===== config.mk =====
export PLATFORM = sky130hd
export DESIGN_NAME = hamming_scan_engine_flat
export DESIGN_NICKNAME = d
export VERILOG_FILES = /design/src/rtl/hamming_scan_engine_if.sv /design/src/rtl/hamming_scan_engine.sv /design/src/flat_wrapper.sv
export SDC_FILE = /design/constraint.sdc
export NUM_CORES = 1
export LEC_CHECK = 0
export ABC_AREA = 1
export CORE_AREA = 5 5 322 324
export DETAILED_ROUTE_END_ITERATION = 7
export DIE_AREA = 0 0 327 329
export GPL_ROUTABILITY_DRIVEN = 0
export PLACE_DENSITY_LB_ADDON = 0.05
export SETUP_SLACK_MARGIN = 0.1
export SLEW_MARGIN = 15
export SYNTH_ARGS = -nofsm -noshare
export SYNTH_HDL_FRONTEND = slang
export SYNTH_SLANG_ARGS = --single-unit

===== constraint.sdc =====
create_clock -name clk -period 7.65 [get_ports clk]
set_clock_uncertainty 0.15 [all_clocks]
set_input_delay 1.53 -clock clk [delete_from_list [all_inputs] [get_ports clk]]
set_output_delay 1.53 -clock clk [all_outputs]
set_load 0.02 [all_outputs]

===== src/rtl/hamming_scan_engine_if.sv =====
// Byte-wide data_mem port: engine drives address and write strobe/data, memory returns read data
// combinationally from the address in the same cycle.
interface hamming_scan_engine_if;
    logic [7:0] mem_addr;
    logic [7:0] mem_rd_data;
    logic       mem_wr_en;
    logic [7:0] mem_wr_data;

    modport master (
        output mem_addr,
        output mem_wr_en,
        output mem_wr_data,
        input  mem_rd_data
    );

    modport slave (
        input  mem_addr,
        input  mem_wr_en,
        input  mem_wr_data,
        output mem_rd_data
    );
endinterface


===== src/rtl/hamming_scan_engine.sv =====
// Min/max pairwise Hamming distance over NUM_WORDS 16-bit operands: 2N load cycles, N(N-1)/2 compare
// cycles, two result writes, then done held until reset. Sole memory master, no backpressure.
module hamming_scan_engine #(
    parameter int NUM_WORDS   = 32,
    parameter int BASE_ADDR   = 0,
    parameter int RESULT_ADDR = 64
) (
    input  logic                         clk,
    input  logic                         reset,
    hamming_scan_engine_if.master        mem,
    output logic                         done,
    output logic [4:0]                   min_dist,
    output logic [4:0]                   max_dist,
    output logic [4:0]                   min_idx_a,
    output logic [4:0]                   min_idx_b,
    output logic [4:0]                   max_idx_a,
    output logic [4:0]                   max_idx_b
);

    typedef enum logic [2:0] {
        S_LOAD,
        S_COMPARE,
        S_WR_MIN,
        S_WR_MAX,
        S_DONE
    } state_t;

    localparam logic [6:0] LAST_BYTE = 7'(2 * NUM_WORDS - 1);
    localparam logic [4:0] LAST_J    = 5'(NUM_WORDS - 2);
    localparam logic [4:0] LAST_K    = 5'(NUM_WORDS - 1);
    localparam logic [7:0] BASE_A    = 8'(BASE_ADDR);
    localparam logic [7:0] RES_A     = 8'(RESULT_ADDR);

    state_t      r_state;
    state_t      w_state_nxt;
    logic [6:0]  r_cnt;
    logic [4:0]  r_j;
    logic [4:0]  r_k;
    logic [4:0]  r_min;
    logic [4:0]  r_max;
    logic [4:0]  r_min_a;
    logic [4:0]  r_min_b;
    logic [4:0]  r_max_a;
    logic [4:0]  r_max_b;
    logic [15:0] r_words [0:31];
    logic [4:0]  w_dist;
    logic        w_load_last;
    logic        w_cmp_last;

    function automatic logic [4:0] popcnt16(input logic [15:0] v);
        logic [4:0] c;
        c = '0;
        for (int b = 0; b < 16; b++) begin
            c = c + 5'(v[b]);
        end
        return c;
    endfunction

    assign w_dist      = popcnt16(r_words[r_j] ^ r_words[r_k]);
    assign w_load_last = (r_cnt == LAST_BYTE);
    assign w_cmp_last  = (r_j == LAST_J) && (r_k == LAST_K);

    always_ff @(posedge clk) begin
        if (reset) begin
            r_state <= S_LOAD;
        end else begin
            r_state <= w_state_nxt;
        end
    end

    // Memory port is a pure function of state so reset immediately restores the idle values;
    // the write strobe is also gated by reset so an aborted run never writes.
    always_comb begin
        w_state_nxt     = r_state;
        mem.mem_addr    = BASE_A + {1'b0, r_cnt};
        mem.mem_wr_en   = 1'b0;
        mem.mem_wr_data = 8'h00;
        done            = 1'b0;
        case (r_state)
            S_LOAD: begin
                if (w_load_last) begin
                    w_state_nxt = S_COMPARE;
                end
            end
            S_COMPARE: begin
                if (w_cmp_last) begin
                    w_state_nxt = S_WR_MIN;
                end
            end
            S_WR_MIN: begin
                mem.mem_addr    = RES_A;
                mem.mem_wr_en   = !reset;
                mem.mem_wr_data = {3'b000, r_min};
                w_state_nxt     = S_WR_MAX;
            end
            S_WR_MAX: begin
                mem.mem_addr    = RES_A + 8'd1;
                mem.mem_wr_en   = !reset;
                mem.mem_wr_data = {3'b000, r_max};
                w_state_nxt     = S_DONE;
            end
            S_DONE: begin
                done = 1'b1;
            end
            default: begin
                w_state_nxt = S_LOAD;
            end
        endcase
    end

    // Even byte offset is the MSB of the word.
    always_ff @(posedge clk) begin
        if (!reset && r_state == S_LOAD) begin
            if (r_cnt[0]) begin
                r_words[r_cnt[5:1]][7:0]  <= mem.mem_rd_data;
            end else begin
                r_words[r_cnt[5:1]][15:8] <= mem.mem_rd_data;
            end
        end
    end

    always_ff @(posedge clk) begin
        if (reset) begin
            r_cnt   <= '0;
            r_j     <= '0;
            r_k     <= '0;
            r_min   <= 5'd16;
            r_max   <= '0;
            r_min_a <= '0;
            r_min_b <= '0;
            r_max_a <= '0;
            r_max_b <= '0;
        end else begin
            case (r_state)
                S_LOAD: begin
                    if (w_load_last) begin
                        r_j <= 5'd0;
                        r_k <= 5'd1;
                    end else begin
                        r_cnt <= r_cnt + 7'd1;
                    end
                end
                S_COMPARE: begin
                    // Strict compares: ties keep the earliest pair in (j,k) order.
                    if (w_dist < r_min) begin
                        r_min   <= w_dist;
                        r_min_a <= r_j;
                        r_min_b <= r_k;
                    end
                    if (w_dist > r_max) begin
                        r_max   <= w_dist;
                        r_max_a <= r_j;
                        r_max_b <= r_k;
                    end
                    if (!w_cmp_last) begin
                        if (r_k == LAST_K) begin
                            r_j <= r_j + 5'd1;
                            r_k <= r_j + 5'd2;
                        end else begin
                            r_k <= r_k + 5'd1;
                        end
                    end
                end
                default: begin
                end
            endcase
        end
    end

    assign min_dist  = r_min;
    assign max_dist  = r_max;
    assign min_idx_a = r_min_a;
    assign min_idx_b = r_min_b;
    assign max_idx_a = r_max_a;
    assign max_idx_b = r_max_b;

endmodule


===== src/flat_wrapper.sv =====
// flat-port wrapper written by rule: the top's interface ports become plain ports
module hamming_scan_engine_flat 
#(
    parameter int NUM_WORDS   = 32,
    parameter int BASE_ADDR   = 0,
    parameter int RESULT_ADDR = 64
)
  (clk, reset, done, min_dist, max_dist, min_idx_a, min_idx_b, max_idx_a, max_idx_b, mem_mem_addr, mem_mem_wr_en, mem_mem_wr_data, mem_mem_rd_data);
  hamming_scan_engine_if mem_i ();
  input  logic clk;
  input  logic reset;
  output logic done;
  output logic [4:0] min_dist;
  output logic [4:0] max_dist;
  output logic [4:0] min_idx_a;
  output logic [4:0] min_idx_b;
  output logic [4:0] max_idx_a;
  output logic [4:0] max_idx_b;
  output wire logic [$bits(mem_i.mem_addr)-1:0] mem_mem_addr;
  output wire logic [$bits(mem_i.mem_wr_en)-1:0] mem_mem_wr_en;
  output wire logic [$bits(mem_i.mem_wr_data)-1:0] mem_mem_wr_data;
  input wire logic [$bits(mem_i.mem_rd_data)-1:0] mem_mem_rd_data;
  assign mem_mem_addr = mem_i.mem_addr;
  assign mem_mem_wr_en = mem_i.mem_wr_en;
  assign mem_mem_wr_data = mem_i.mem_wr_data;
  assign mem_i.mem_rd_data = mem_mem_rd_data;
  hamming_scan_engine #(.NUM_WORDS(NUM_WORDS), .BASE_ADDR(BASE_ADDR), .RESULT_ADDR(RESULT_ADDR)) u_core (.clk(clk), .reset(reset), .mem(mem_i), .done(done), .min_dist(min_dist), .max_dist(max_dist), .min_idx_a(min_idx_a), .min_idx_b(min_idx_b), .max_idx_a(max_idx_a), .max_idx_b(max_idx_b));
endmodule

Yosys cells after proc, flatten, opt, wreduce, memory -nomap -nowiden
Memory sizes are Yosys's and may differ from the RTL's. A register that Yosys moved wholly into a read port is not among the register bits. Index checks and enable logic that the tools add are counted.

$add $sub $neg: 19. Multipliers: 0. Div/mod/pow operators: 0. Magnitude comparators: 2. Equality and inequality tests: 11. Shift operators: 0. Mux-type cells: 25. Bitwise operators: 3. Reductions and logical operators: 12.

Operator list (count): 5-bit by 1-bit adder with 5-bit output (14); 5-bit 2-to-1 mux (10); 5-bit case mux with 2 select lines (3); 16-bit bitwise XOR (1); 3-bit case mux with 5 select lines (1); 7-bit case mux with 2 select lines (1); 5-bit by 1-bit adder with 5-bit output (second input constant) (2); 5-bit equality test (second input constant) (2); 1-bit 2-to-1 mux (8); 7-bit by 1-bit adder with 7-bit output (second input constant) (1); 7-bit by 6-bit equality test with 1-bit output (second input constant) (1); 3-bit by 2-bit equality test with 1-bit output (second input constant) (2); 3-bit 2-to-1 mux (2); 2-bit by 1-bit != test with 1-bit output (second input constant) (3); 2-bit AND reduction (3); 3-bit AND reduction (2); 5-bit by 2-bit adder with 5-bit output (second input constant) (1); 5-bit > comparator (1); 5-bit < comparator (1); 4-bit AND reduction (1); 3-bit by 1-bit equality test with 1-bit output (second input constant) (1); 3-bit equality test (second input constant) (1); 3-bit zero test (1); 1-bit by 1-bit adder with 2-bit output (1); 6 further kinds (8).

Register bits after elaboration: 50. Bits in latches: 0. Bits in writable memories: 512. Memory bits (read-only): 0. Input bits: 10. Memories: 1.

Memory list: u_core.r_words (depth 32, width 16, rd ports 2, clocked after Yosys merged registers in 2, write ports 1, line hamming_scan_engine.sv:45) `logic [15:0] r_words [0:31];`.

Depth between registers and ports, before layout
Word-level depth: 18. Gate-level depth with buffers: 38. Mapped depth without buffers: 33.

Worst setup path before layout
Ideal clock, no wire load.

Kind: reg2reg. From: register (tool-made name). To: register u_core.r_min_a[1], in the netlist u_core.min_idx_a[1]. Library setup time: 71 ps. Arrival: 5839 ps. Data required time: 7429 ps. Path slack: 1591 ps. Cell stages (with the launch flop): 30. Period minus slack after synthesis: 6059 ps. Path through: dfxtp_1 buf_2 buf_4 clkbuf_1 nand2_1 nand3_1 nand3_1 nand2_1 nand2_1 nand3_1 nand2_1 nand3_1 nand2_1 ha_1 inv_1 fa_1 fa_1 fa_1 fa_1 fa_1 fa_1 o21ai_0 ha_1 a21oi_1 o21a_1 nand3_1 inv_1 buf_4 nand2_1 a21oi_1.

RTL lines: end signal, assigned (line hamming_scan_engine.sv:147) `r_min_a <= r_j;`; end, declared (line hamming_scan_engine.sv:41) `logic [4:0] r_min_a;`.

==> summary.md <==
| Metric | Value |
|---|---|
| Result of the run | `finished clean` |
| Final Non-Filler Cells | `about 4.9k` |
| Clock-pin transition on the worst setup and hold timing paths | `60 ps` |
| Vias in the first global route | `between 20k and 25k` |
| Share of final-layout standard cells stronger than drive strength 1 | `under 10%` |
| Endpoint of the lowest-slack register-to-register path | `u_core.max_idx_a[3]` |
| Wire per inst | `~23 microns` |
| Power per cell area | `between 200 and 250 mW/mm^2` |
| Sequential area share after synthesis | `between 50 and 60%` |
| Gate count after technology mapping | `around 3.6k` |
| Wire length of the first global-routing pass | `between 150000 and 200000 microns` |
| Initial Utilization | `about 30%` |
| Final-report setup violation count | `0` |
| Proportion of power drawn by the clock network | `44.8%` |
| Critical-path top delay cell | `fa_1` |
| Area share of the leading cell type in the synthesized netlist | `around 52%` |
| Worst Hold Path Cells | `2` |
| Signal arrival time at the worst endpoint | `7430 ps` |
| Routed Wire Length | `roughly 120000 microns` |
| Highest fanout seen on the critical path | `40` |
| Hold path endpoint | `u_core.min_idx_b[1]` |
| Most area-consuming cells after synthesis | `edfxtp_1 (52%), nand2_1 (19%), nand3_1 (12%)` |
| Site Rows | `117` |
| Crit-path leading delay family | `adder cells` |
| CTS root buf | `clkbuf_16` |
| Highest attainable clock frequency | `between 100 and 150 MHz` |
| Worst Hold Margin | `roughly 320 ps` |
| Time the worst path needs with I/O delays and setup | `around 7000 ps` |
| Net switching power | `between 0.0015 and 0.002 W` |
| Total via count after detailed routing | `about 25k` |
| Top-level port count | `between 50 and 60` |
| Min-delay worst type | `reg2reg` |
| X dimension of the die | `approximately 330 microns` |
| Crit path buffers/inverters | `4` |
| Die Footprint | `between 0.1 and 0.15 sq mm` |
| Area of the core | `around 0.10 sq mm` |
| Most common cell on crit path | `nand2_1` |
| Count of cells resized by post-cts repair | `0` |
| Number of synthesized flops with an enable pin | `512` |
| Largest net degree at the start of global routing | `89` |
| Commonest register cell after synthesis | `edfxtp_1` |
| Count leader, synth | `nand2_1` |
| Die Ht | `~330 microns` |
| Number of setup buffers added after CTS | `0` |
| Commonest cells in the synthesized netlist | `nand2_1 (1472), nand3_1 (744), edfxtp_1 (512), nor2_1 (251), o21ai_0 (89)` |
| Sum of internal, switching and leakage power | `roughly 0.0072 W` |
| Initial antenna violation count | `2` |
| CTS Buf Count | `71` |
| Largest voltage drop on the vdd net | `about 0.00015 V` |
| Post-route clock period utilization | `roughly 90%` |
| Rel. slew slack | `between 10% and 20%` |
| Worst setup EP type | `flip-flop` |
| Clock tree from TritonCTS | `built` |
| Syn avg cell area | `between 8 and 9 sq um` |
| Sequential share of power | `about 47%` |
| Total placed cells including tap cells | `about 4.8k` |
| Initial DRC Count | `between 2k and 2.5k` |
| Worst-skew pair later-pin latency | `about 630 ps` |
| Area grow syn2layout | `13.54%` |
| Post-synthesis cell area | `0.02981 sq mm` |
| Clock sinks | `between 500 and 600` |
| R2R setup slack | `about 610 ps` |
| Count of pins over their slew limit | `0` |
| Flops & latches, synth | `around 570` |
| Leakage power total | `about 13 nW` |
| Global router's overall resource usage | `between 20% and 30%` |
| CP peak stage delay | `approximately 520 ps` |
| Final Hold Violating Endpoints | `0` |
| Cell taking the most area after synthesis | `edfxtp_1` |
| Share of flip-flops with an asynchronous set or reset | `0%` |
| Overflow after GRT | `0` |
| Startpoint types | `flip-flop` |
| Hold_buf cts | `0` |
| WP data required | `just over 8000 ps` |
| Logic depth of the worst register-to-register path | `29` |
| Setup repair after global routing missed its margin | `no` |
| Drt via density | `5.182` |
| Switch share | `23.78%` |
| Yosys synthesis warning count | `0` |
| Internal power summed over all cells | `between 0.005 and 0.006 W` |
| Number of library cell types mapped by synthesis | `34` |
| Antenna Diode Count | `0` |
| Portion of total power attributed to combinational logic | `7.8%` |
| Max-cap viol count | `0` |
| Final HPWL DP | `between 60000 and 70000 microns` |
| Nets | `between 3k and 4k` |
| First-pass detailed-route iteration total | `7` |
| Sum Neg Setup Slack | `0 ps` |
| Max H-tree Level | `3` |
| Setup CP Type | `reg2reg` |
| Maximum clock insertion buffer count | `3` |
| Post-route DRC | `0` |
| Pin slew with the least headroom to its limit | `1256 ps` |
| Port Buf Inserts | `53` |
| Launch point of the worst hold path | `u_core.min_idx_b[1]` |
| Residual antenna-violating net count after detailed routing | `0` |
flip-flops by register name, indices dropped and copies added, names as in the netlist, named ones only:
register	cells
u_core.min_dist	5
u_core.max_dist	5
u_core.max_idx_b	5
u_core.r_cnt	7
u_core.r_k	5
u_core.r_state	3
u_core.min_idx_b	5
u_core.min_idx_a	5
u_core.r_words	512
u_core.r_j	5
u_core.max_idx_a	5
cell usage in the layout, fill, tap and decap left out, types with 5 or more instances in the layout:
master and instances:
clkdlybuf4s50_1 45, ha_1 20, buf_12 22, nand2_1 1472, xor2_1 5, edfxtp_1 512, a21oi_1 42, buf_2 8
buf_4 54, inv_1 72, dfxtp_4 6, nand3_1 744, clkbuf_16 76, clkinv_1 19, clkinv_2 9, dfxtp_1 53
o211ai_1 6, o21ai_1 23, o21ai_0 88, clkbuf_1 17, nor2_1 250, nor3_1 6, inv_2 5, fa_1 10
worst min-delay path, cell delays in order (launching register included):
cell and delay [ps]:
dfxtp_1 310, nand2_1 60, a21oi_1 60
cells by family after synthesis:
family / count (synthesis) / share of synthesized area (%)
AOI/OAI and AO/OA: 170 / 2.985
adders and majority gates: 30 / 1.511
and+or+nand+nor: 2481 / 34.46
other: 1 / 0.01258
DFF: 572 / 55.61
buffers and inverters: 326 / 5.243
xor gates and xnor gates: 6 / 0.1763
metal layers:
layer  vias up  share of wire [%]  track usage [%]
li1      11950                  -                -
met4         0                2.4            6.046
met1     12380                 45            29.64
met3       155                6.2            2.708
met5         -                  0                0
met2       974                 46            33.92
worst max-delay path by stage:
stage	startpoint	to	slack, ps	depth (start not counted)
3_3_place_gp	flip-flop	u_core.max_idx_b[0]	530	28
5_1_grt	flip-flop	u_core.max_idx_a[3]	220	29
3_5_place_dp	flip-flop	u_core.min_idx_b[2]	460	28
4_1_cts	flip-flop	u_core.min_idx_b[2]	460	28
2_1_floorplan	flip-flop	u_core.min_idx_a[1]	1590	29
6_report	flip-flop	u_core.max_idx_a[3]	610	29
metrics by stage:
step / util [%] / area [sq um] / worst slack [ps]
after floorplan: - / 29820 / 1591
after global placement: 31.34 / 31610 / 533.5
after detailed placement: 31.34 / 31610 / 462.4
after CTS: 33.53 / 33820 / 456.1
after global routing: 33.55 / 33840 / 218.8
final: 33.55 / 33840 / 614.3
final cells by class:
class / instances / area [sq um]
clock buffer: 95 / 1993
clock inverter: 33 / 214.0
fill: 10290 / 67020
inverter: 82 / 327.8
multi-input combinational: 2691 / 11690
sequential: 572 / 16600
tap: 1309 / 1638
timing repair buffer: 131 / 1375
power groups by stage:
stage | clock (W) | combinational (W) | sequential [W]
floorplan | 0 | 0.000330 | 0.00348
global placement | 0 | 0.000558 | 0.00348
detailed placement | 0 | 0.000560 | 0.00348
CTS | 0.00332 | 0.000563 | 0.00342
global route | 0.00344 | 0.000645 | 0.00342
finish | 0.00322 | 0.000562 | 0.00342
Note: power is estimated with default switching activity, not from simulation.
